$ cat config.mk
export PLATFORM = sky130hd
export DESIGN_NAME = serial_adder
export DESIGN_NICKNAME = d
export VERILOG_FILES = /design/src/rtl/serial_adder.sv
export SDC_FILE = /design/constraint.sdc
export NUM_CORES = 1
export LEC_CHECK = 0
export ABC_AREA = 1
export BUFFER_PORTS_ARGS = -buffer_cell sky130_fd_sc_hd__buf_2
export CORE_MARGIN = 5
export CORE_UTILIZATION = 55
export DETAILED_ROUTE_END_ITERATION = 10
export MAX_ROUTING_LAYER = met4
export PLACE_DENSITY = 0.78
export RECOVER_POWER = 25
export SYNTH_ARGS = -nofsm -noshare
export SYNTH_HDL_FRONTEND = slang
export SYNTH_SLANG_ARGS = --single-unit
$ cat constraint.sdc
create_clock -name clk -period 2.8 [get_ports clk]
set_input_delay 0.28 -clock clk [delete_from_list [all_inputs] [get_ports clk]]
set_output_delay 0.28 -clock clk [all_outputs]
set_load 0.1 [all_outputs]
$ cat src/rtl/serial_adder.sv
// Bit-serial N-bit adder/subtractor: one full_adder cell walked LSB-first across
// the operands, with a registered carry and a start/done handshake.

module full_adder (
  input  logic A,
  input  logic B,
  input  logic C_in,
  output logic R,
  output logic C_out
);
  assign R     = A ^ B ^ C_in;
  assign C_out = (A & B) | (C_in & (A ^ B));
endmodule

module serial_adder #(
  parameter int N = 32
) (
  input  logic         clk,
  input  logic         rst_n,
  input  logic         start,
  input  logic         sub,
  input  logic [N-1:0] A,
  input  logic [N-1:0] B,
  input  logic         C_in,
  output logic         busy,
  output logic         done,
  output logic [N-1:0] R,
  output logic         C_out,
  output logic         overflow
);
  localparam int CW = $clog2(N);
  localparam logic [CW-1:0] LAST = CW'(N - 1);

  typedef enum logic [1:0] {IDLE, RUN, DONE} state_e;

  state_e         state_q, state_d;
  logic [N-1:0]   a_sh_q, a_sh_d;
  logic [N-1:0]   b_sh_q, b_sh_d;
  logic [N-1:0]   r_sh_q, r_sh_d;
  logic [N-1:0]   r_q, r_d;
  logic           carry_q, carry_d;
  logic [CW-1:0]  cnt_q, cnt_d;
  logic           cout_q, cout_d;
  logic           ovf_q, ovf_d;
  logic           fa_r, fa_c;

  full_adder u_fa (
    .A     (a_sh_q[0]),
    .B     (b_sh_q[0]),
    .C_in  (carry_q),
    .R     (fa_r),
    .C_out (fa_c)
  );

  always_comb begin
    state_d = state_q;
    a_sh_d  = a_sh_q;
    b_sh_d  = b_sh_q;
    r_sh_d  = r_sh_q;
    r_d     = r_q;
    carry_d = carry_q;
    cnt_d   = cnt_q;
    cout_d  = cout_q;
    ovf_d   = ovf_q;
    case (state_q)
      IDLE: begin
        if (start) begin
          // Subtract is A + ~B + 1; the +1 rides in on the initial carry.
          a_sh_d  = A;
          b_sh_d  = sub ? ~B : B;
          carry_d = sub ? 1'b1 : C_in;
          cnt_d   = '0;
          state_d = RUN;
        end
      end
      RUN: begin
        carry_d = fa_c;
        r_sh_d  = {fa_r, r_sh_q[N-1:1]};
        a_sh_d  = a_sh_q >> 1;
        b_sh_d  = b_sh_q >> 1;
        if (cnt_q == LAST) begin
          // carry_q here is the carry into the MSB.
          r_d     = {fa_r, r_sh_q[N-1:1]};
          cout_d  = fa_c;
          ovf_d   = carry_q ^ fa_c;
          state_d = DONE;
        end else begin
          cnt_d = cnt_q + CW'(1);
        end
      end
      DONE:    state_d = IDLE;
      default: state_d = IDLE;
    endcase
  end

  always_ff @(posedge clk or negedge rst_n) begin
    if (!rst_n) begin
      state_q <= IDLE;
      a_sh_q  <= '0;
      b_sh_q  <= '0;
      r_sh_q  <= '0;
      r_q     <= '0;
      carry_q <= 1'b0;
      cnt_q   <= '0;
      cout_q  <= 1'b0;
      ovf_q   <= 1'b0;
    end else begin
      state_q <= state_d;
      a_sh_q  <= a_sh_d;
      b_sh_q  <= b_sh_d;
      r_sh_q  <= r_sh_d;
      r_q     <= r_d;
      carry_q <= carry_d;
      cnt_q   <= cnt_d;
      cout_q  <= cout_d;
      ovf_q   <= ovf_d;
    end
  end

  assign busy     = (state_q == RUN);
  assign done     = (state_q == DONE);
  assign R        = r_q;
  assign C_out    = cout_q;
  assign overflow = ovf_q;
endmodule
[After elaboration in Yosys (flattened, before gate mapping)]
Cells that the tools add are included.
Cells by class
  $add $sub $neg: 1
  equal/unequal tests: 6
  mux-type cells: 14
  bitwise operators: 7
  reduce and logical (&&, ||, !) cells: 6
Operator list (count)
  $pmux 32 s2: 2
  $mux 32: 3
  $not 32->32: 1
  $mux 5: 2
  $pmux 5 s2: 1
  $reduce_and 2->1: 3
  $add 5x1->5 const B: 1
  $eq 5x5->1 const B: 1
  $mux 2: 2
  $ne 2x2->1 const B: 2
  $pmux 2 s2: 1
  $reduce_and 3->1: 1
  $xor 1x1->1: 3
  $and 1x1->1: 2
  $eq 2x1->1 const B: 1
  $eq 2x2->1 const B: 1
  $logic_not 2->1: 1
  $mux 1: 2
  $ne 2x1->1 const B: 1
  $pmux 1 s2: 1
  $reduce_bool 2->1: 1
  $or 1x1->1: 1
Storage, ports and cells
  register bits: 138
  input bits: 69
  output and inout port bits: 36
  logic and storage cells: 43

[Logic depth before layout (Yosys ltp)]
Gate-level depths: netlist (run 1).
  word-level depth: 4
  gate-level depth with buffers: 11
  depth with buffers taken out: 10

[Cells and area by module]
A second synthesis (run 1) with hierarchy kept.
Unflattened totals
  cells, all modules: 873
  area, all modules: 6458.7 µm²
By module, submodules not included
  serial_adder: times used 1, cells each 872, area each 6438.7 µm², seq. area each 3428.3 µm²
  full_adder: times used 1, cells each 1, area each 20.0 µm², seq. area each 0.0 µm²

[Worst setup path after synthesis (run 1)]
OpenSTA, ideal clock, no wires.
  path kind: flip-flop to output port
  start: register state_q[0]
  end: output port done
  data arrival time: 2.007 ns
  required time: 2.520 ns
  path slack: 0.513 ns
  cell stages (with the launch flop): 4
  buffers on the path: 2
  path through: dfrtp_1 -> buf_4 -> buf_2 -> nor2_1
On the way
  word-level cells in the longest chain between the ends: 1
RTL lines
  from (decl): line 36  | state_e state_q, state_d;
  from (signal assigned): line 108  | state_q <= state_d;
  $eq 2x2->1: line 121  | assign done = (state_q == DONE);
  to (decl): line 26  | output logic done,
No other way between the ends.

[Final worst setup path (run 1)]
Same ends and word-level chain as after synthesis.

==> results.cfg, run 1 <==
[outcome]
status = complete, but fails checks
violations = max-capacitance violations, max-slew violations

[cts]
insertion_delay_ps = 420
h-tree-depth = 4
cts_buffers = 17
clk_pin_slew_ps = 60
cts_sinks = 137
clk_path_buf_depth = 2
cts_tree = built
cts_resized = 0
clockRootBuffer = clkbuf_16

[placed_design]
dpl.hpwl_um = 8870
portBuffers = 104
place_congestion = 0.865

[timing]
hold_slack_ps = 136
fmax_ghz = 0.429
skew_ps = 5.83
slew_headroom_pct = -2.82
period_share_pct = 83.3
finalMaxSlewViolations = 63
rsz0062_at_grt = no
hold_viol = 0
setup_viol = 0
worst_pin_slew_ps = 1540
period_needed_ps = 2330
finalSetupTns_ps = 0

[detailed_routing]
vias = 5165
ant_nets = 0
dr.pass1.iters = 7
wl_per_cell_um = 13.5
first_iter_violations = 413
drc_errors = 0
finalWirelength_um = 13400
viasPerCell = 5.19

[final_layout]
final_nets = 914
drive_above_1_share_pct = 20.9
final-seq-area_um2 = 3430
syn2layout_area_growth_pct = 18.4
fill_cells = 884
multi_input_area_um2 = 2360
fin_util_pct = 67.2
antenna-diode-count = 0

[global_routing]
grt_usage_pct = 21.9
top_usage_layer = met2
gr-usage-met3_pct = 4.25
grt_pass1_vias = 5017
grt_max_degree = 67
grt-ovfl-total = 0
grt_antenna_before_repair = 0
use_met2_pct = 34.8
grt_pass1_wl_um = 22700
use_met1_pct = 27.2

[floorplanning]
chipWidth_um = 116
start_util_pct = 56.8
rows = 38
die_area_um2 = 13600
core_area_um2 = 11000
io_pins = 105
fp.dieH_um = 116

[critical_path]
crit_fanout = 12
worstPathArrival_ps = 2050
rr_startpoint = state_q[0]
r2r-end = b_sh_q[5]
critPathLaunchType = flop
crit_type = flop to primary output
worst_ep_required_time_ps = 2520
r2r_setup_slack_ps = 830
r2r_cells = 6
end_kind = primary output

[worst_hold_path]
hp-class = input port to flop
hp-start = A[31]
whs_path_depth = 3
holdPathEnd = a_sh_q[31]

[pwr]
powerDensity_nw_per_um2 = 982
power_frac_comb_pct = 28.5
p_leak_nw = 3.67
swShare_pct = 35.5
p_int_mw = 4.68
peakVddDrop_uv = 560
switchingPower_mw = 2.57
p_clk_share_pct = 30.0
p_seq_share_pct = 41.5

[synth]
synth.distinct_cells = 26
ys_seq_area_share_pct = 55.0
syn-num-nets = 827
yosysTopAreaCell = dfrtp_1
synth_area_leaders = dfrtp_1, nand2_1, o21ai_0
synth_area_um2 = 6230
synth_cells = 755
syn_area_per_cell_um2 = 8.26
ys_seq_elements = 137
yosysWarnings = 0
yosysTopAreaCellShare_pct = 55.0

[run]
cap_violations = 1
per-layer routing:
| metal | vias up | share of wire [%] |
|---|---|---|
| li1 | 2585 | - |
| met2 | 135 | 48 |
| met1 | 2418 | 44 |
| met5 | - | 0 |
| met3 | 27 | 4.9 |
| met4 | 0 | 2.5 |
cell usage in the layout, fill, tap and decap left out, drive strengths merged:
master	n
nor2	67
dlygate4sd3	1
nand2	214
buf	111
o21ai	115
inv	56
nand3	37
dfrtp	137
nand4	2
ha	2
a21oi	46
or2	31
xor2	1
clkinv	3
bufinv	2
clkinvlp	8
clkbuf	19
mux2i	1
xnor2	1
fa	1
worst max-delay path, cell delays in order, from the launching register on:
cell and delay, ps:
dfrtp_1 620, clkbuf_1 520, nor2_1 160, buf_2 330
power groups by stage:
stage	logic, mW	registers, mW	clock network (mW)
2_1_floorplan	1.48	3.14	0
3_3_place_gp	1.98	3.00	0
3_5_place_dp	2.08	3.02	0
4_1_cts	2.09	3.00	2.21
5_1_grt	2.37	3.08	2.30
6_report	2.07	3.01	2.18
logic make-up (layout without fill, tap and decap cells):
kind of cell | after synthesis | after routing | synth area share [%]
XOR/XNOR | 2 | 2 | 0.281
multiplexers | 1 | 1 | 0.161
flip-flops | 137 | 137 | 55.0
adder cells (fa/ha/maj) | 3 | 3 | 0.723
AND/OR/NAND/NOR | 351 | 351 | 23.6
buffers and inverters | 100 | 200 | 7.35
AO/OA/AOI/OAI | 161 | 161 | 12.9
cell type report:
| type | count | area share, % |
|---|---|---|
| inverters | 54 | 2.78 |
| multi-input cells | 518 | 32.0 |
| flip-flops and latches | 137 | 46.5 |
| clock inverters | 15 | 2.07 |
| well taps | 140 | 2.37 |
| clock buffers | 17 | 5.76 |
| repair buffers | 114 | 8.60 |
cells in the mapped netlist, drive strengths merged:
master and n:
buf 28, clkbuf 18, xor2 1, inv 54, o21ai 115, or2 31
ha 2, a21oi 46, mux2i 1, nand3 37, fa 1, nor2 67
xnor2 1, nand4 2, nand2 214, dfrtp 137
what timing repair did:
action,in CTS,in global routing
hold buffers,1,0
endpoints found under the hold margin,59,0
buffers inserted,0,0
how the worst max path moves through the flow:
stage	from	end	slack, ps	cells after the start
global placement	cnt_q[0]	R[3]	1100	9
global route	state_q[0]	done	400	3
CTS	state_q[0]	busy	620	3
finish	state_q[0]	done	470	3
floorplan	state_q[0]	done	510	3
detailed placement	state_q[1]	a_sh_q[17]	1020	6
registers in the layout, indices dropped and copies added, names as in the netlist:
name,cells
a_sh_q,32
r_sh_q,31
overflow,1
C_out,1
cnt_q,5
state_q,2
b_sh_q,32
R,32
carry_q,1
per-stage QoR:
step                      power (mW)  cell area, um^2  worst slack [ps]  instances
after CTS                       7.31             7390               624        995
after global routing            7.76             7380               395        995
after floorplan                 4.61             6230               513        755
after global placement          4.97             6800              1100        962
final                           7.25             7380               467        995
after detailed placement        5.10             6800              1020        962
Power figures use the tool's default switching activity.
==> run 2, diff against run 1 <==
==> constraint.sdc (replaced) <==
create_clock -name clk -period 2.41 [get_ports clk]
set_input_delay 0.241 -clock clk [delete_from_list [all_inputs] [get_ports clk]]
set_output_delay 0.241 -clock clk [all_outputs]
set_load 0.1 [all_outputs]
==> results.cfg, run 2 (same netlist as run 1, synthesis figures left out) <==
[cts]
insertion_delay_ps = 410
clockRootBuffer = clkbuf_16
cts_buffers = 17
h-tree-depth = 4
post_cts_buffers = 0
cts_sinks = 137
cts_tree = built
clk_pin_slew_ps = 60
clk_path_buf_depth = 2

[detailed_routing]
ant_nets = 0
finalWirelength_um = 13200
dr.pass1.iters = 5
wl_per_cell_um = 13.3
viasPerCell = 5.12
drc_errors = 0
first_iter_violations = 412
vias = 5099

[final_layout]
fin_area_um2 = 7420
syn2layout_area_growth_pct = 19.1
final_nets = 915
fill_cells = 870
final_cell_mix = nand2_1, dfrtp_1, buf_2
fin_cells = 995
antenna-diode-count = 0
drive_above_1_share_pct = 20.9
mostFrequentLayoutCell = nand2_1

[floorplanning]
core_area_um2 = 11000
die_area_um2 = 13600
rows = 38
io_pins = 105
start_util_pct = 56.8
chipWidth_um = 116
fp.dieH_um = 116

[timing]
worst_pin_slew_ps = 1550
skew_ps = 7.55
slew_headroom_pct = -3.21
finalSetupTns_ps = 0
period_needed_ps = 2150
fin_ws_ps = 257
setup_viol = 0
fmax_ghz = 0.465
period_share_pct = 89.3
hold_viol = 0
finalMaxSlewViolations = 63
rsz0062_at_grt = no

[critical_path]
critPathLaunchType = flop
worst_ep_required_time_ps = 2170
crit_fanout = 48
crit_type = flop to primary output
end_kind = primary output
worstPathArrival_ps = 1910

[global_routing]
grt_pass1_vias = 4950
grt_pass1_wl_um = 22700
grt_antenna_before_repair = 0
grt_usage_pct = 21.5
grt_max_degree = 67
grt-ovfl-total = 0

[placed_design]
dp_slack_ps = 629
place_congestion = 0.810
dpl.hpwl_um = 8750
dp.cells = 963
portBuffers = 104
dpl-instance-area_um2 = 6820

[worst_hold_path]
hp-class = input port to flop

[pwr]
peakVddDrop_uv = 816
powerDensity_nw_per_um2 = 1150
p_leak_nw = 3.71
total_power_mw = 8.52

[run]
cap_violations = 1

[outcome]
violations = max-capacitance violations, max-slew violations
status = complete, but fails checks
-- run 2: changes by cell type in the layout (fill, tap and decap cells not counted) --
cell	previous run	this run
clkinvlp_4	8	2
buf_4	6	7
clkinv_4	0	3
clkinv_2	3	2
buf_12	3	4
bufinv_16	2	3
inv_8	0	1
-- run 2: where the power goes --
group / internal, mW / switching (mW) / leakage [nW]
Sequential: 3.07 / 0.405 / 1.75
Combinational: 0.849 / 1.57 / 1.67
Clock: 1.63 / 0.995 / 0.289
Total: 5.56 / 2.97 / 3.71
-- run 2: worst max-delay path, stage by stage (launching register included) --
cell and delay [ps]:
dfrtp_1 390, inv_2 150, nand2_4 300, inv_4 420
buf_12 230
-- run 2: path summary, 6_finish.rpt --
kind                            startpoint         end  slack [ps]  depth (start not counted)
max in group asynchronous            rst_n       R[14]         640                          3
worst min-delay path                 A[31]  a_sh_q[31]          80                          3
worst min register to register  b_sh_q[18]  b_sh_q[18]         480                          2
min in group asynchronous            rst_n        R[8]         750                          2
worst max register to register  state_q[1]  a_sh_q[24]         600                          6
worst max-delay path            state_q[1]        busy         260                          4
-- run 2: repair_timing --
item / in CTS / in global routing
hold buffers: 1 / 0
gates resized for setup: 0 / 0
endpoints found under the hold margin: 60 / 0
-- run 2: routing by layer --
layer	up-vias	GRT usage [%]	wire, um
li1	2577	-	-
met1	2383	28.3	6140
met2	127	33.7	6250
met3	12	5.65	686
met4	0	5.49	150
met5	-	-	0
-- run 2: cell type report --
cell class | count | area [um^2] | area share, %
sequential | 137 | 3430 | 46.2
inverter | 54 | 205 | 2.76
clock inverter | 13 | 170 | 2.29
tap | 140 | 175 | 2.36
clock buffer | 18 | 429 | 5.78
multi-input combinational | 518 | 2360 | 31.8
timing repair buffer | 115 | 658 | 8.86
-- run 2: per-stage QoR --
step	utilization [%]	hold WS, ps
floorplan	-	-54.6
global placement	62.1	256
detailed placement	62.1	255
CTS	67.7	70.6
global route	67.6	88.4
finish	67.6	84.0
